`config.mk`:
```
export PLATFORM = sky130hd
export DESIGN_NAME = mc_ctrl_fsm_flat
export DESIGN_NICKNAME = d
export VERILOG_FILES = /design/src/rtl/ctrl_pkg.sv /design/src/rtl/mc_ctrl_fsm_if.sv /design/src/rtl/mc_ctrl_fsm_alu_dec.sv /design/src/rtl/mc_ctrl_fsm.sv /design/src/flat_wrapper.sv
export SDC_FILE = /design/constraint.sdc
export NUM_CORES = 1
export LEC_CHECK = 0
export ABC_AREA = 1
export CORE_ASPECT_RATIO = 1.2
export CORE_UTILIZATION = 39
export DETAILED_ROUTE_END_ITERATION = 16
export PLACE_DENSITY_LB_ADDON = 0.25
export SLEW_MARGIN = 25
export SYNTH_ARGS = -nofsm -noshare
export SYNTH_HDL_FRONTEND = slang
export SYNTH_SLANG_ARGS = --single-unit
```
`constraint.sdc`:
```
create_clock -name clk -period 2.27 [get_ports clk]
set_input_delay 0.454 -clock clk [delete_from_list [all_inputs] [get_ports clk]]
set_output_delay 0.454 -clock clk [all_outputs]
set_load 0.02 [all_outputs]
```
`src/rtl/ctrl_pkg.sv`:
```
// rtl/ctrl_pkg.sv - shared encodings for the multi-cycle RV32I control FSM
package ctrl_pkg;

    localparam logic [6:0] OP_LOAD   = 7'b0000011;
    localparam logic [6:0] OP_STORE  = 7'b0100011;
    localparam logic [6:0] OP_R      = 7'b0110011;
    localparam logic [6:0] OP_I      = 7'b0010011;
    localparam logic [6:0] OP_BRANCH = 7'b1100011;
    localparam logic [6:0] OP_JAL    = 7'b1101111;
    localparam logic [6:0] OP_JALR   = 7'b1100111;
    localparam logic [6:0] OP_LUI    = 7'b0110111;
    localparam logic [6:0] OP_AUIPC  = 7'b0010111;

    typedef enum logic [3:0] {
        S_IDLE, S_FETCH, S_DECODE, S_MEM_ADR, S_MEM_RD, S_MEM_WR, S_MEM_WB, S_EXEC_R,
        S_EXEC_I, S_EXEC_B, S_EXEC_JAL, S_EXEC_JALR, S_EXEC_U, S_LINK, S_ALU_WB, S_TRAP
    } state_t;

    typedef enum logic [3:0] {
        ALU_ADD = 4'd0, ALU_SUB = 4'd1, ALU_AND = 4'd2, ALU_OR = 4'd3,
        ALU_XOR = 4'd4, ALU_SLT = 4'd5, ALU_SLTU = 4'd6, ALU_SLL = 4'd7,
        ALU_SRL = 4'd8, ALU_SRA = 4'd9, ALU_PASSB = 4'd10
    } alu_ctr_t;

    localparam logic [2:0] IMM_I = 3'b000;
    localparam logic [2:0] IMM_S = 3'b001;
    localparam logic [2:0] IMM_B = 3'b010;
    localparam logic [2:0] IMM_U = 3'b011;
    localparam logic [2:0] IMM_J = 3'b100;

    localparam logic [1:0] SRC_A_PC    = 2'b00;
    localparam logic [1:0] SRC_A_OLDPC = 2'b01;
    localparam logic [1:0] SRC_A_RS1   = 2'b10;
    localparam logic [1:0] SRC_B_RS2   = 2'b00;
    localparam logic [1:0] SRC_B_IMM   = 2'b01;
    localparam logic [1:0] SRC_B_FOUR  = 2'b10;

    localparam logic [1:0] RES_ALUOUT = 2'b00;
    localparam logic [1:0] RES_MEM    = 2'b01;
    localparam logic [1:0] RES_ALU    = 2'b10;

    typedef enum logic [1:0] {
        CAUSE_NONE = 2'd0, CAUSE_OPCODE = 2'd1, CAUSE_TIMEOUT = 2'd2, CAUSE_BRANCH = 2'd3
    } cause_t;

    function automatic logic [2:0] imm_sel(input logic [6:0] opcode);
        case (opcode)
            OP_STORE:          return IMM_S;
            OP_BRANCH:         return IMM_B;
            OP_LUI, OP_AUIPC:  return IMM_U;
            OP_JAL:            return IMM_J;
            default:           return IMM_I;
        endcase
    endfunction

endpackage

```
`src/rtl/mc_ctrl_fsm_if.sv`:
```
// rtl/mc_ctrl_fsm_if.sv - control FSM <-> datapath/memory signal bundle
interface mc_ctrl_fsm_if #(
    parameter int DBG_W = 4
);
    logic [31:0]      instr;
    logic             zero;
    logic             lt;
    logic             ltu;
    logic             mem_rdy;
    logic             run;
    logic             pc_write;
    logic             adr_src;
    logic             mem_req;
    logic             mem_we;
    logic             ir_write;
    logic [1:0]       result_src;
    logic [3:0]       alu_ctr;
    logic [1:0]       alu_src_a;
    logic [1:0]       alu_src_b;
    logic [2:0]       imm_src;
    logic             reg_w;
    logic             valid;
    logic             halt;
    logic [DBG_W-1:0] debug_port;

    modport master (
        input  instr, zero, lt, ltu, mem_rdy, run,
        output pc_write, adr_src, mem_req, mem_we, ir_write, result_src, alu_ctr,
               alu_src_a, alu_src_b, imm_src, reg_w, valid, halt, debug_port
    );

    modport slave (
        output instr, zero, lt, ltu, mem_rdy, run,
        input  pc_write, adr_src, mem_req, mem_we, ir_write, result_src, alu_ctr,
               alu_src_a, alu_src_b, imm_src, reg_w, valid, halt, debug_port
    );
endinterface

```
`src/rtl/mc_ctrl_fsm_alu_dec.sv`:
```
// rtl/mc_ctrl_fsm_alu_dec.sv - funct decode to ALU op and branch-taken evaluation
module alu_dec
    import ctrl_pkg::*;
(
    input  logic [2:0] funct3,
    input  logic       funct7_b5,
    input  logic       op_b5,
    input  logic       zero,
    input  logic       lt,
    input  logic       ltu,
    output logic [3:0] alu_ctr,
    output logic       br_taken,
    output logic       br_illegal
);

    always_comb begin
        alu_ctr = ALU_ADD;
        case (funct3)
            3'b000: alu_ctr = (op_b5 && funct7_b5) ? ALU_SUB : ALU_ADD;
            3'b001: alu_ctr = ALU_SLL;
            3'b010: alu_ctr = ALU_SLT;
            3'b011: alu_ctr = ALU_SLTU;
            3'b100: alu_ctr = ALU_XOR;
            3'b101: alu_ctr = funct7_b5 ? ALU_SRA : ALU_SRL;
            3'b110: alu_ctr = ALU_OR;
            default: alu_ctr = ALU_AND;
        endcase
    end

    always_comb begin
        br_taken   = 1'b0;
        br_illegal = 1'b0;
        case (funct3)
            3'b000: br_taken = zero;
            3'b001: br_taken = !zero;
            3'b100: br_taken = lt;
            3'b101: br_taken = !lt;
            3'b110: br_taken = ltu;
            3'b111: br_taken = !ltu;
            default: br_illegal = 1'b1;
        endcase
    end

endmodule

```
`src/rtl/mc_ctrl_fsm.sv`:
```
// rtl/mc_ctrl_fsm.sv - multi-cycle RV32I control FSM with memory timeout and trap
module mc_ctrl_fsm
    import ctrl_pkg::*;
#(
    parameter int MEM_TIMEOUT = 16,
    parameter bit RESET_HALT  = 1'b0,
    parameter int DBG_W       = 4
) (
    input  logic          clk,
    input  logic          sys_rst,
    mc_ctrl_fsm_if.master bus
);

    localparam int CNT_W = $clog2(MEM_TIMEOUT + 1);

    state_t           state, state_nxt;
    cause_t           cause, cause_nxt;
    logic [CNT_W-1:0] wait_cnt;

    logic [6:0] opcode;
    logic [2:0] funct3;
    logic [3:0] dec_alu;
    logic       br_taken, br_illegal;
    logic       mem_wait, timeout;
    logic       unused_instr_bits;

    assign opcode            = bus.instr[6:0];
    assign funct3            = bus.instr[14:12];
    assign unused_instr_bits = ^{bus.instr[31], bus.instr[29:15], bus.instr[11:7]};

    alu_dec u_alu_dec (
        .funct3    (funct3),
        .funct7_b5 (bus.instr[30]),
        .op_b5     (opcode[5]),
        .zero      (bus.zero),
        .lt        (bus.lt),
        .ltu       (bus.ltu),
        .alu_ctr   (dec_alu),
        .br_taken  (br_taken),
        .br_illegal(br_illegal)
    );

    assign mem_wait = (state == S_FETCH || state == S_MEM_RD || state == S_MEM_WR) && !bus.mem_rdy;
    assign timeout  = mem_wait && (wait_cnt == CNT_W'(MEM_TIMEOUT - 1));

    always_ff @(posedge clk) begin
        if (sys_rst) begin
            state    <= S_IDLE;
            cause    <= CAUSE_NONE;
            wait_cnt <= '0;
        end else begin
            state <= state_nxt;
            cause <= cause_nxt;
            if (mem_wait && state_nxt == state)
                wait_cnt <= wait_cnt + CNT_W'(1);
            else
                wait_cnt <= '0;
        end
    end

    logic       pc_write_c, adr_src_c, mem_req_c, mem_we_c, ir_write_c, reg_w_c;
    logic [1:0] result_src_c, src_a_c, src_b_c;
    logic [3:0] alu_ctr_c;

    always_comb begin
        state_nxt    = state;
        cause_nxt    = cause;
        pc_write_c   = 1'b0;
        adr_src_c    = 1'b0;
        mem_req_c    = 1'b0;
        mem_we_c     = 1'b0;
        ir_write_c   = 1'b0;
        reg_w_c      = 1'b0;
        result_src_c = RES_ALUOUT;
        src_a_c      = SRC_A_PC;
        src_b_c      = SRC_B_RS2;
        alu_ctr_c    = ALU_ADD;

        case (state)
            S_IDLE: if (!RESET_HALT || bus.run) state_nxt = S_FETCH;
            S_FETCH: begin
                mem_req_c    = 1'b1;
                src_b_c      = SRC_B_FOUR;
                result_src_c = RES_ALU;
                if (bus.mem_rdy) begin
                    ir_write_c = 1'b1;
                    pc_write_c = 1'b1;
                    state_nxt  = S_DECODE;
                end else if (timeout) begin
                    state_nxt = S_TRAP;
                    cause_nxt = CAUSE_TIMEOUT;
                end
            end
            // Branch/JAL target is precomputed here into aluOut.
            S_DECODE: begin
                src_a_c = SRC_A_OLDPC;
                src_b_c = SRC_B_IMM;
                case (opcode)
                    OP_LOAD, OP_STORE: state_nxt = S_MEM_ADR;
                    OP_R:              state_nxt = S_EXEC_R;
                    OP_I:              state_nxt = S_EXEC_I;
                    OP_BRANCH:         state_nxt = S_EXEC_B;
                    OP_JAL:            state_nxt = S_EXEC_JAL;
                    OP_JALR:           state_nxt = S_EXEC_JALR;
                    OP_LUI, OP_AUIPC:  state_nxt = S_EXEC_U;
                    default: begin
                        state_nxt = S_TRAP;
                        cause_nxt = CAUSE_OPCODE;
                    end
                endcase
            end
            S_MEM_ADR: begin
                src_a_c   = SRC_A_RS1;
                src_b_c   = SRC_B_IMM;
                state_nxt = (opcode == OP_STORE) ? S_MEM_WR : S_MEM_RD;
            end
            S_MEM_RD, S_MEM_WR: begin
                mem_req_c = 1'b1;
                adr_src_c = 1'b1;
                mem_we_c  = (state == S_MEM_WR);
                if (bus.mem_rdy) begin
                    state_nxt = (state == S_MEM_WR) ? S_FETCH : S_MEM_WB;
                end else if (timeout) begin
                    state_nxt = S_TRAP;
                    cause_nxt = CAUSE_TIMEOUT;
                end
            end
            S_MEM_WB: begin
                result_src_c = RES_MEM;
                reg_w_c      = 1'b1;
                state_nxt    = S_FETCH;
            end
            S_EXEC_R, S_EXEC_I: begin
                src_a_c   = SRC_A_RS1;
                src_b_c   = (state == S_EXEC_I) ? SRC_B_IMM : SRC_B_RS2;
                alu_ctr_c = dec_alu;
                state_nxt = S_ALU_WB;
            end
            S_EXEC_B: begin
                src_a_c    = SRC_A_RS1;
                alu_ctr_c  = ALU_SUB;
                pc_write_c = br_taken;
                if (br_illegal) begin
                    state_nxt = S_TRAP;
                    cause_nxt = CAUSE_BRANCH;
                end else begin
                    state_nxt = S_FETCH;
                end
            end
            S_EXEC_JAL: begin
                pc_write_c = 1'b1;
                state_nxt  = S_LINK;
            end
            S_EXEC_JALR: begin
                src_a_c      = SRC_A_RS1;
                src_b_c      = SRC_B_IMM;
                result_src_c = RES_ALU;
                pc_write_c   = 1'b1;
                state_nxt    = S_LINK;
            end
            S_LINK: begin
                src_a_c   = SRC_A_OLDPC;
                src_b_c   = SRC_B_FOUR;
                state_nxt = S_ALU_WB;
            end
            S_EXEC_U: begin
                src_b_c = SRC_B_IMM;
                if (opcode == OP_LUI) begin
                    alu_ctr_c = ALU_PASSB;
                end else begin
                    src_a_c = SRC_A_OLDPC;
                end
                state_nxt = S_ALU_WB;
            end
            S_ALU_WB: begin
                reg_w_c   = 1'b1;
                state_nxt = S_FETCH;
            end
            default: begin
                if (bus.run) begin
                    state_nxt = S_FETCH;
                    cause_nxt = CAUSE_NONE;
                end
            end
        endcase
    end

    // Reset gates every output so an access interrupted by reset cannot commit.
    assign bus.pc_write   = !sys_rst && pc_write_c;
    assign bus.adr_src    = !sys_rst && adr_src_c;
    assign bus.mem_req    = !sys_rst && mem_req_c;
    assign bus.mem_we     = !sys_rst && mem_we_c;
    assign bus.ir_write   = !sys_rst && ir_write_c;
    assign bus.reg_w      = !sys_rst && reg_w_c;
    assign bus.valid      = !sys_rst && (state == S_FETCH);
    assign bus.halt       = !sys_rst && (state == S_TRAP);
    assign bus.result_src = sys_rst ? 2'b00 : result_src_c;
    assign bus.alu_ctr    = sys_rst ? 4'b0000 : alu_ctr_c;
    assign bus.alu_src_a  = sys_rst ? 2'b00 : src_a_c;
    assign bus.alu_src_b  = sys_rst ? 2'b00 : src_b_c;
    assign bus.imm_src    = sys_rst ? 3'b000 : imm_sel(opcode);
    assign bus.debug_port = sys_rst ? '0 : {{(DBG_W - 2){1'b0}}, cause};

endmodule

```
`src/flat_wrapper.sv`:
```
// flat-port wrapper written by rule: the top's interface ports become plain ports
module mc_ctrl_fsm_flat import ctrl_pkg::*;
#(
    parameter int MEM_TIMEOUT = 16,
    parameter bit RESET_HALT  = 1'b0,
    parameter int DBG_W       = 4
)
  (clk, sys_rst, bus_instr, bus_zero, bus_lt, bus_ltu, bus_mem_rdy, bus_run, bus_pc_write, bus_adr_src, bus_mem_req, bus_mem_we, bus_ir_write, bus_result_src, bus_alu_ctr, bus_alu_src_a, bus_alu_src_b, bus_imm_src, bus_reg_w, bus_valid, bus_halt, bus_debug_port);
  mc_ctrl_fsm_if #(.DBG_W(DBG_W)) bus_i ();
  input  logic clk;
  input  logic sys_rst;
  input wire logic [$bits(bus_i.instr)-1:0] bus_instr;
  input wire logic [$bits(bus_i.zero)-1:0] bus_zero;
  input wire logic [$bits(bus_i.lt)-1:0] bus_lt;
  input wire logic [$bits(bus_i.ltu)-1:0] bus_ltu;
  input wire logic [$bits(bus_i.mem_rdy)-1:0] bus_mem_rdy;
  input wire logic [$bits(bus_i.run)-1:0] bus_run;
  output wire logic [$bits(bus_i.pc_write)-1:0] bus_pc_write;
  output wire logic [$bits(bus_i.adr_src)-1:0] bus_adr_src;
  output wire logic [$bits(bus_i.mem_req)-1:0] bus_mem_req;
  output wire logic [$bits(bus_i.mem_we)-1:0] bus_mem_we;
  output wire logic [$bits(bus_i.ir_write)-1:0] bus_ir_write;
  output wire logic [$bits(bus_i.result_src)-1:0] bus_result_src;
  output wire logic [$bits(bus_i.alu_ctr)-1:0] bus_alu_ctr;
  output wire logic [$bits(bus_i.alu_src_a)-1:0] bus_alu_src_a;
  output wire logic [$bits(bus_i.alu_src_b)-1:0] bus_alu_src_b;
  output wire logic [$bits(bus_i.imm_src)-1:0] bus_imm_src;
  output wire logic [$bits(bus_i.reg_w)-1:0] bus_reg_w;
  output wire logic [$bits(bus_i.valid)-1:0] bus_valid;
  output wire logic [$bits(bus_i.halt)-1:0] bus_halt;
  output wire logic [$bits(bus_i.debug_port)-1:0] bus_debug_port;
  assign bus_i.instr = bus_instr;
  assign bus_i.zero = bus_zero;
  assign bus_i.lt = bus_lt;
  assign bus_i.ltu = bus_ltu;
  assign bus_i.mem_rdy = bus_mem_rdy;
  assign bus_i.run = bus_run;
  assign bus_pc_write = bus_i.pc_write;
  assign bus_adr_src = bus_i.adr_src;
  assign bus_mem_req = bus_i.mem_req;
  assign bus_mem_we = bus_i.mem_we;
  assign bus_ir_write = bus_i.ir_write;
  assign bus_result_src = bus_i.result_src;
  assign bus_alu_ctr = bus_i.alu_ctr;
  assign bus_alu_src_a = bus_i.alu_src_a;
  assign bus_alu_src_b = bus_i.alu_src_b;
  assign bus_imm_src = bus_i.imm_src;
  assign bus_reg_w = bus_i.reg_w;
  assign bus_valid = bus_i.valid;
  assign bus_halt = bus_i.halt;
  assign bus_debug_port = bus_i.debug_port;
  mc_ctrl_fsm #(.MEM_TIMEOUT(MEM_TIMEOUT), .RESET_HALT(RESET_HALT), .DBG_W(DBG_W)) u_core (.clk(clk), .sys_rst(sys_rst), .bus(bus_i));
endmodule
```
# Yosys cells after proc, flatten, opt, wreduce, memory -nomap -nowiden
# Index checks and enable logic that the tools add are counted.
# totals
ff_bits	11
output_inout_bits	25
# op_classes
add_sub_neg	1
n_eq_ne	37
mux	40
bitwise_logic	2
n_reduce_logical	41
# ops
cell	count
$pmux 4 s7	2
$eq 4x4->1 const B	8
$pmux 4 s8	1
$mux 4	7
$eq 7x6->1 const B	3
$eq 7x7->1 const B	3
$reduce_or 2->1	10
$mux 2	9
$eq 4x3->1 const B	4
$eq 7x5->1 const B	2
$eq 3x3->1 const B	4
$logic_and 1x1->1	12
$pmux 2 s3	2
$pmux 3 s4	1
$pmux 4 s3	1
$mux 1	11
$reduce_or 10->1	1
$reduce_or 9->1	1
$eq 4x2->1 const B	2
$pmux 2 s4	1
$reduce_or 4->1	2
$eq 7x2->1 const B	1
$eq 3x2->1 const B	2
$mux 3	2
20 further kinds	29

# Logic depth before layout (Yosys ltp)
# Gate-level depths: netlist of run 1.
# logic_depth
depth_word	12
ltp_mapped	12
depth_no_buf	12

# Modules after synthesis
# From an unflattened synthesis of run 1, not the netlist that was laid out.
# hier_totals
cells_unflattened	252
hier_area_um2	1341.3
# by_module_without_submodules
module	n_inst	cells_per_inst	area_per_inst_um2
mc_ctrl_fsm	1	216	1186.1
alu_dec	1	36	155.1

# Worst setup path after synthesis of run 1
# Ideal clock, no wire load.
# synth_path
kind	reg-to-output
from	reg u_core.state[3]
to	out bus_alu_ctr[3]
t_arrival_ps	1520
required_ps	1816
setup_slack_ps	296
path_stages_with_launch	5
cell_sequence	dfxtp_1 > nand2_1 > nor3_1 > nand4_1 > a211oi_1
# synth_between
elab_chain_len	4
word_cells_on_any_way	7
# synth_rtl
element	line_no	source
start, declared	mc_ctrl_fsm.sv:16	state_t state, state_nxt;
start signal, assigned	mc_ctrl_fsm.sv:52	state <= state_nxt;
$eq 4x3->1 / $eq 4x4->1 (equally long branches)	mc_ctrl_fsm.sv:79	case (state)
$reduce_or 2->1	-	
$pmux 4 s3 (*)	mc_ctrl_fsm.sv:79	
$mux 4 (*)	mc_ctrl_fsm.sv:198	assign bus.alu_ctr = sys_rst ? 4'b0000 : alu_ctr_c;
end, declared	flat_wrapper.sv:24	output wire logic [$bits(bus_i.alu_ctr)-1:0] bus_alu_ctr;
# Every way passes the cells marked *; elsewhere a longest branch is shown, timed or not.

# Worst setup path in the final report of run 1
# layout_path
from	in bus_instr[1]
to	out bus_imm_src[0]
# layout_between
elab_chain_len	4
word_cells_on_any_way	8
# layout_rtl
element	line_no	source
start, declared	flat_wrapper.sv:12	input wire logic [$bits(bus_i.instr)-1:0] bus_instr;
$eq 7x5->1 / $eq 7x6->1 (equally long branches)	ctrl_pkg.sv:47	case (opcode)
$reduce_or 2->1	-	
$pmux 3 s4 (*)	ctrl_pkg.sv:47	
$mux 3 (*)	mc_ctrl_fsm.sv:201	assign bus.imm_src = sys_rst ? 3'b000 : imm_sel(opcode);
end, declared	flat_wrapper.sv:27	output wire logic [$bits(bus_i.imm_src)-1:0] bus_imm_src;
# Marked as above.

==> results.py, run 1 <==
metrics = {
    "synthesis": {
        "netlist_top_cells_area": "dfxtp_1 18%, nand2_1 16%, nor2_1 13%",
        "synth_commonest_cells": "51 x nand2_1, 41 x nor2_1, 26 x inv_1, 17 x nand3_1, 14 x a21oi_1",
        "netlist_area_sq_um": 1200,
        "ys_async_sr_fraction": 0,
        "ys_types": 33,
        "synth_seq_cells": 11,
        "synthFlopType": "dfxtp_1",
        "synth_most_common_cell": "nand2_1",
        "synth_area_per_cell_sq_um": 5.51,
        "synth-edff-count": 0,
        "synth_top_cell_area_share": 0.184,
        "syn_inst": 217,
        "yosysSeqAreaShare": 0.184,
        "yosysTopAreaCell": "dfxtp_1",
        "yosysWarnings": 0,
    },
    "grt": {
        "grt_pass1_wl_mm": 6.35,
        "grt_antenna_before_repair": 0,
        "grt_pass1_vias": 1554,
        "overflow": 0,
        "grt_util_all_layers": 0.248,
        "grt_max_degree": 18,
    },
    "floorplanning": {
        "fp.coreArea_sq_um": 2860,
        "io_pins": 64,
        "dieArea_sq_um": 3290,
        "die_w_um": 52.6,
        "initial_utilization": 0.418,
        "fp.dieH_um": 62.7,
        "num_rows": 21,
    },
    "worst_hold_path": {
        "hp-class": "reg -> reg",
        "hold_path_depth": 1,
        "hold_start": "u_core.wait_cnt[0]",
        "min_to": "u_core.wait_cnt[0]",
    },
    "critical_path": {
        "r2r_slack_ns": 0.45,
        "required_ns": 1.82,
        "worstPathArrival_ns": 1.71,
        "r2r_cells": 10,
        "reg2reg_from": "u_core.wait_cnt[0]",
        "path_max_fanout": 3,
        "path_class": "in -> out",
        "reg2reg_to": "u_core.wait_cnt[3]",
        "worst_setup_path_end_kind": "output pin",
        "cp-start-kind": "primary input",
    },
    "clock_tree": {
        "h-tree-depth": 1,
        "root_buffer": "clkbuf_4",
        "postCtsSetupBuffers": 0,
        "clk-insertion-delay-late_ns": 0.26,
        "cts_tree": "built",
        "cts_buffers": 3,
        "cts_hold_buf": 0,
        "clock_sinks": 11,
        "cts_buffer_depth": 2,
        "cts.clk_slew.worst_paths_ns": 0.06,
    },
    "drt": {
        "drt-initial-drc-count": 67,
        "drt_wl_total_mm": 3.82,
        "vias": 1695,
        "drc_errors": 0,
        "post_drt_wl_per_cell_um": 11.3,
        "avgViaCountPerCell": 5.03,
        "drtPass1Iterations": 4,
        "ant_nets": 0,
    },
    "layout": {
        "final_area_sq_um": 1980,
        "layout.cells.non_filler": 337,
        "fillCellCount": 282,
        "syn_to_final_growth_pct": 65.4,
        "n_antenna_cell": 0,
        "drive_gt1_frac": 0.261,
        "layout.nets": 345,
    },
    "timing": {
        "min_period_ns": 2.16,
        "max_freq_ghz": 0.462,
        "hold_violations": 0,
        "period_share": 0.954,
        "rsz0062_at_grt": "true",
        "finalSetupViolCount": 0,
        "slew_violations": 0,
        "skew_ns": 0.00218,
    },
    "power_and_ir_drop": {
        "ir_drop_v": 0.000813,
        "clkPwrFrac": 0.079,
        "swShare": 0.505,
        "power_frac_seq": 0.189,
        "p_leak_nw": 1.05,
        "p_comb_frac": 0.733,
        "internal_power_mw": 0.784,
        "p_switching_mw": 0.799,
        "power.density_nw_per_um2": 800,
        "power_mw": 1.58,
    },
    "placement": {
        "io_buffers": 40,
        "hpwl_mm": 3.07,
        "place_congestion": 1.01,
        "placed_cells": 333,
        "dpl_cell_area_sq_um": 1970,
    },
    "run_status": {
        "status": "complete, no violations",
    },
    "job": {
        "max_cap_viol_count": 0,
    },
}
[logic make-up after synthesis]
kind of cell	after synthesis	share of synthesized area
compound gates	37	0.185
xor+xnor	2	0.0146
fa+ha+maj	2	0.0209
buf+inv	36	0.127
other cells	1	0.00314
flops	11	0.184
simple gates	128	0.465
[metrics by stage]
step | util | worst slack [ns] | hold WS, ns | setup TNS [ns]
after floorplan | - | 0.296 | 0.418 | 0
after global placement | 0.688 | -0.584 | 0.434 | -4.68
after detailed placement | 0.688 | -0.615 | 0.439 | -4.98
after CTS | 0.693 | 0.000412 | 0.454 | 0
after global routing | 0.691 | 0.000457 | 0.463 | 0
final | 0.691 | 0.105 | 0.450 | 0
[per-layer routing]
layer	share of wire	GRT usage	up-vias	wire [um]
met3	0.050	0.0292	4	191
met2	0.49	0.424	55	1890
met5	0	0	-	0
li1	-	-	883	-
met1	0.44	0.309	753	1700
met4	0.012	0.0822	0	44
[power groups by stage]
stage	Combinational (mW)	Sequential (mW)	Clock [mW]
final	1.16	0.299	0.124
after global routing	1.29	0.304	0.139
after CTS	1.15	0.296	0.131
after detailed placement	1.19	0.301	0
after global placement	1.18	0.299	0
after floorplan	0.725	0.288	0
[how the worst max path moves through the flow]
| stage | to | start | slack, ns |
|---|---|---|---|
| finish | bus_imm_src[0] | bus_instr[1] | 0.11 |
| global route | bus_imm_src[0] | bus_instr[1] | 0.0005 |
| CTS | bus_imm_src[1] | bus_instr[3] | 0.0004 |
| detailed placement | bus_alu_ctr[3] | bus_instr[12] | -0.62 |
| global placement | bus_pc_write | bus_instr[12] | -0.58 |
| floorplan | bus_alu_ctr[3] | u_core.state[3] | 0.30 |
[worst max-delay path: stages]
cell and delay (ns):
clkdlybuf4s50_1 0.45, nand2_1 0.07, buf_4 0.15, inv_1 0.06
nand3_1 0.10, nor2_2 0.13, a21oi_1 0.05, nor2_1 0.07
buf_2 0.16
[area by class of cell]
type	instances	area, sq um	share of cell area
clock buffers	4	26.3	0.0133
flip-flops and latches	11	220	0.111
inverters	30	113	0.0569
repair buffers	87	717	0.362
multi-input cells	171	860	0.435
well taps	34	42.5	0.0215
[cell usage in the layout (no fill, tap or decap), types with 2 or more instances in the layout]
cell,Yosys,layout
nand2_1,51,51
nand4_1,3,3
buf_2,1,2
inv_2,4,5
conb_1,1,2
buf_4,2,47
a21oi_1,14,14
dfxtp_1,11,11
nand3_1,17,17
nor2_1,41,35
dlygate4sd2_1,0,16
a31oi_1,3,3
o21ai_1,1,2
o31ai_1,2,2
nor4_1,2,2
clkbuf_4,0,3
o21ai_0,9,8
nor3_1,6,5
clkbuf_2,0,4
inv_1,26,25
clkdlybuf4s50_1,0,14
ha_1,2,2
o211ai_1,3,3
nor2_2,3,9
[flip-flops by register name, indices dropped and copies added (netlist names)]
signal / count
u_core.wait_cnt: 5
u_core.state: 4
u_core.cause: 2
[timing repair]
| item | CTS | global route |
|---|---|---|
| gates resized for setup | 44 | 20 |
| setup endpoints to repair | 22 | 9 |
| pin swaps | 3 | 0 |
| gates cloned | 0 | 0 |
No activity file was read; power rests on OpenSTA's default activity.
==> inputs of run 2 (changes only) <==
CORE_UTILIZATION = 40   (was 39)
CTS_BUF_LIST = sky130_fd_sc_hd__clkbuf_4 sky130_fd_sc_hd__clkbuf_8   (was unset)
==> run 2 against run 1 <==
Compared with the run above: sequential share of layout area up 0.27 points; clock skew rose by 0.0030 ns; hold slack improved by 0.016 ns; non-clock buffer count down 3; power is 1.1% lower; wire length shrank 1.1%; combinational power about the same; largest cell class unchanged; largest power group unchanged; highest routed layer unchanged.
==> results.py, run 2 (synthesis results as in run 1) <==
metrics = {
    "placement": {
        "place_worst_setup_slack_ns": -0.585,
        "place_congestion": 0.935,
        "placed_cells": 329,
        "dpl_cell_area_sq_um": 1940,
        "hpwl_mm": 3.04,
        "io_buffers": 40,
    },
    "critical_path": {
        "worstPathArrival_ns": 1.77,
        "cp-start-kind": "primary input",
        "path_class": "in -> out",
        "path_max_fanout": 19,
        "required_ns": 1.82,
        "worst_setup_path_end_kind": "output pin",
    },
    "timing": {
        "rsz0062_at_grt": "true",
        "skew_ns": 0.00521,
        "max_freq_ghz": 0.449,
        "slew_violations": 0,
        "hold_violations": 0,
        "period_share": 0.981,
        "fin_ws_ns": 0.0430,
        "finalSetupViolCount": 0,
        "min_period_ns": 2.23,
    },
    "layout": {
        "syn_to_final_growth_pct": 62.4,
        "multi_input_area_sq_um": 852,
        "layout.nets": 342,
        "layout.cells.non_filler": 334,
        "final_common_cell": "nand2_1",
        "seq_area_sq_um": 221,
        "n_antenna_cell": 0,
        "largest_reg_flops": 5,
        "drive_gt1_frac": 0.263,
        "fillCellCount": 274,
        "regMostFlops": "u_core.wait_cnt",
        "final_area_sq_um": 1940,
        "reg_top3": "u_core.wait_cnt x5, u_core.state x4, u_core.cause x2",
        "final_cell_mix": "51 x nand2_1, 45 x buf_4, 35 x nor2_1, 25 x inv_1, 17 x nand3_1",
    },
    "floorplanning": {
        "fp.coreArea_sq_um": 2810,
        "fp.dieH_um": 61.9,
        "die_w_um": 51.9,
        "initial_utilization": 0.425,
        "io_pins": 64,
        "num_rows": 21,
        "dieArea_sq_um": 3210,
    },
    "drt": {
        "drt-initial-drc-count": 49,
        "post_drt_wl_per_cell_um": 11.3,
        "drtPass1Iterations": 4,
        "avgViaCountPerCell": 5.04,
        "drt_wl_total_mm": 3.78,
        "ant_nets": 0,
        "drc_errors": 0,
        "vias": 1682,
    },
    "clock_tree": {
        "cts_tree": "built",
        "h-tree-depth": 1,
        "cts_buffer_depth": 2,
        "root_buffer": "clkbuf_4",
        "cts_buffers": 3,
        "clock_sinks": 11,
        "clk-insertion-delay-late_ns": 0.27,
        "cts.clk_slew.worst_paths_ns": 0.07,
    },
    "power_and_ir_drop": {
        "power.density_nw_per_um2": 806,
        "power_mw": 1.57,
        "ir_drop_v": 0.000673,
        "p_leak_nw": 1.03,
    },
    "grt": {
        "grt_antenna_before_repair": 0,
        "overflow": 0,
        "grt_pass1_vias": 1445,
        "grt_util_all_layers": 0.244,
        "grt_max_degree": 20,
        "grt_pass1_wl_mm": 5.93,
    },
    "run_status": {
        "status": "complete, no violations",
    },
    "job": {
        "max_cap_viol_count": 0,
    },
    "worst_hold_path": {
        "hp-class": "reg -> reg",
    },
}
[run 2: final timing paths]
check,startpoint,to,slack [ns],depth (start not counted)
min reg2reg,u_core.wait_cnt[0],u_core.wait_cnt[0],0.47,1
min,u_core.wait_cnt[0],u_core.wait_cnt[0],0.47,1
max,sys_rst,bus_debug_port[0],0.04,4
max reg2reg,u_core.wait_cnt[0],u_core.wait_cnt[3],0.43,12
[run 2: worst max-delay path: stages]
cell             delay (ns)
clkdlybuf4s50_1        0.44
buf_12                 0.17
nor2_1                 0.10
clkdlybuf4s50_1        0.60
[run 2: layer usage]
layer  wire, um  GRT usage
met1       1580      0.275
met2       1980      0.465
met3        150     0.0195
met4         74      0.108
met5          0          0
[run 2: cell type report]
class                      instances  share of cell area
multi-input combinational        171               0.439
clock inverter                     1             0.00258
clock buffer                       3              0.0116
tap                               34              0.0219
sequential                        11               0.114
inverter                          30              0.0580
timing repair buffer              84               0.354
[run 2: where the power goes]
group	internal, mW	switching (mW)
sequential	0.248	0.0578
clock	0.0653	0.0688
combinational	0.446	0.680
total	0.759	0.807
[run 2: repair_timing]
action | in CTS | in global routing
resized for setup | 53 | 12
pin swaps | 2 | 2
endpoints found under the setup margin | 22 | 8
setup buffers | 1 | 0
hold buffers | 0 | 0
[run 2: stage by stage]
step	utilization	hold slack, ns	setup TNS [ns]
detailed placement	0.690	0.450	-4.98
finish	0.691	0.466	0
global placement	0.690	0.436	-4.53
floorplan	-	0.418	0
global route	0.691	0.483	0
CTS	0.697	0.467	0
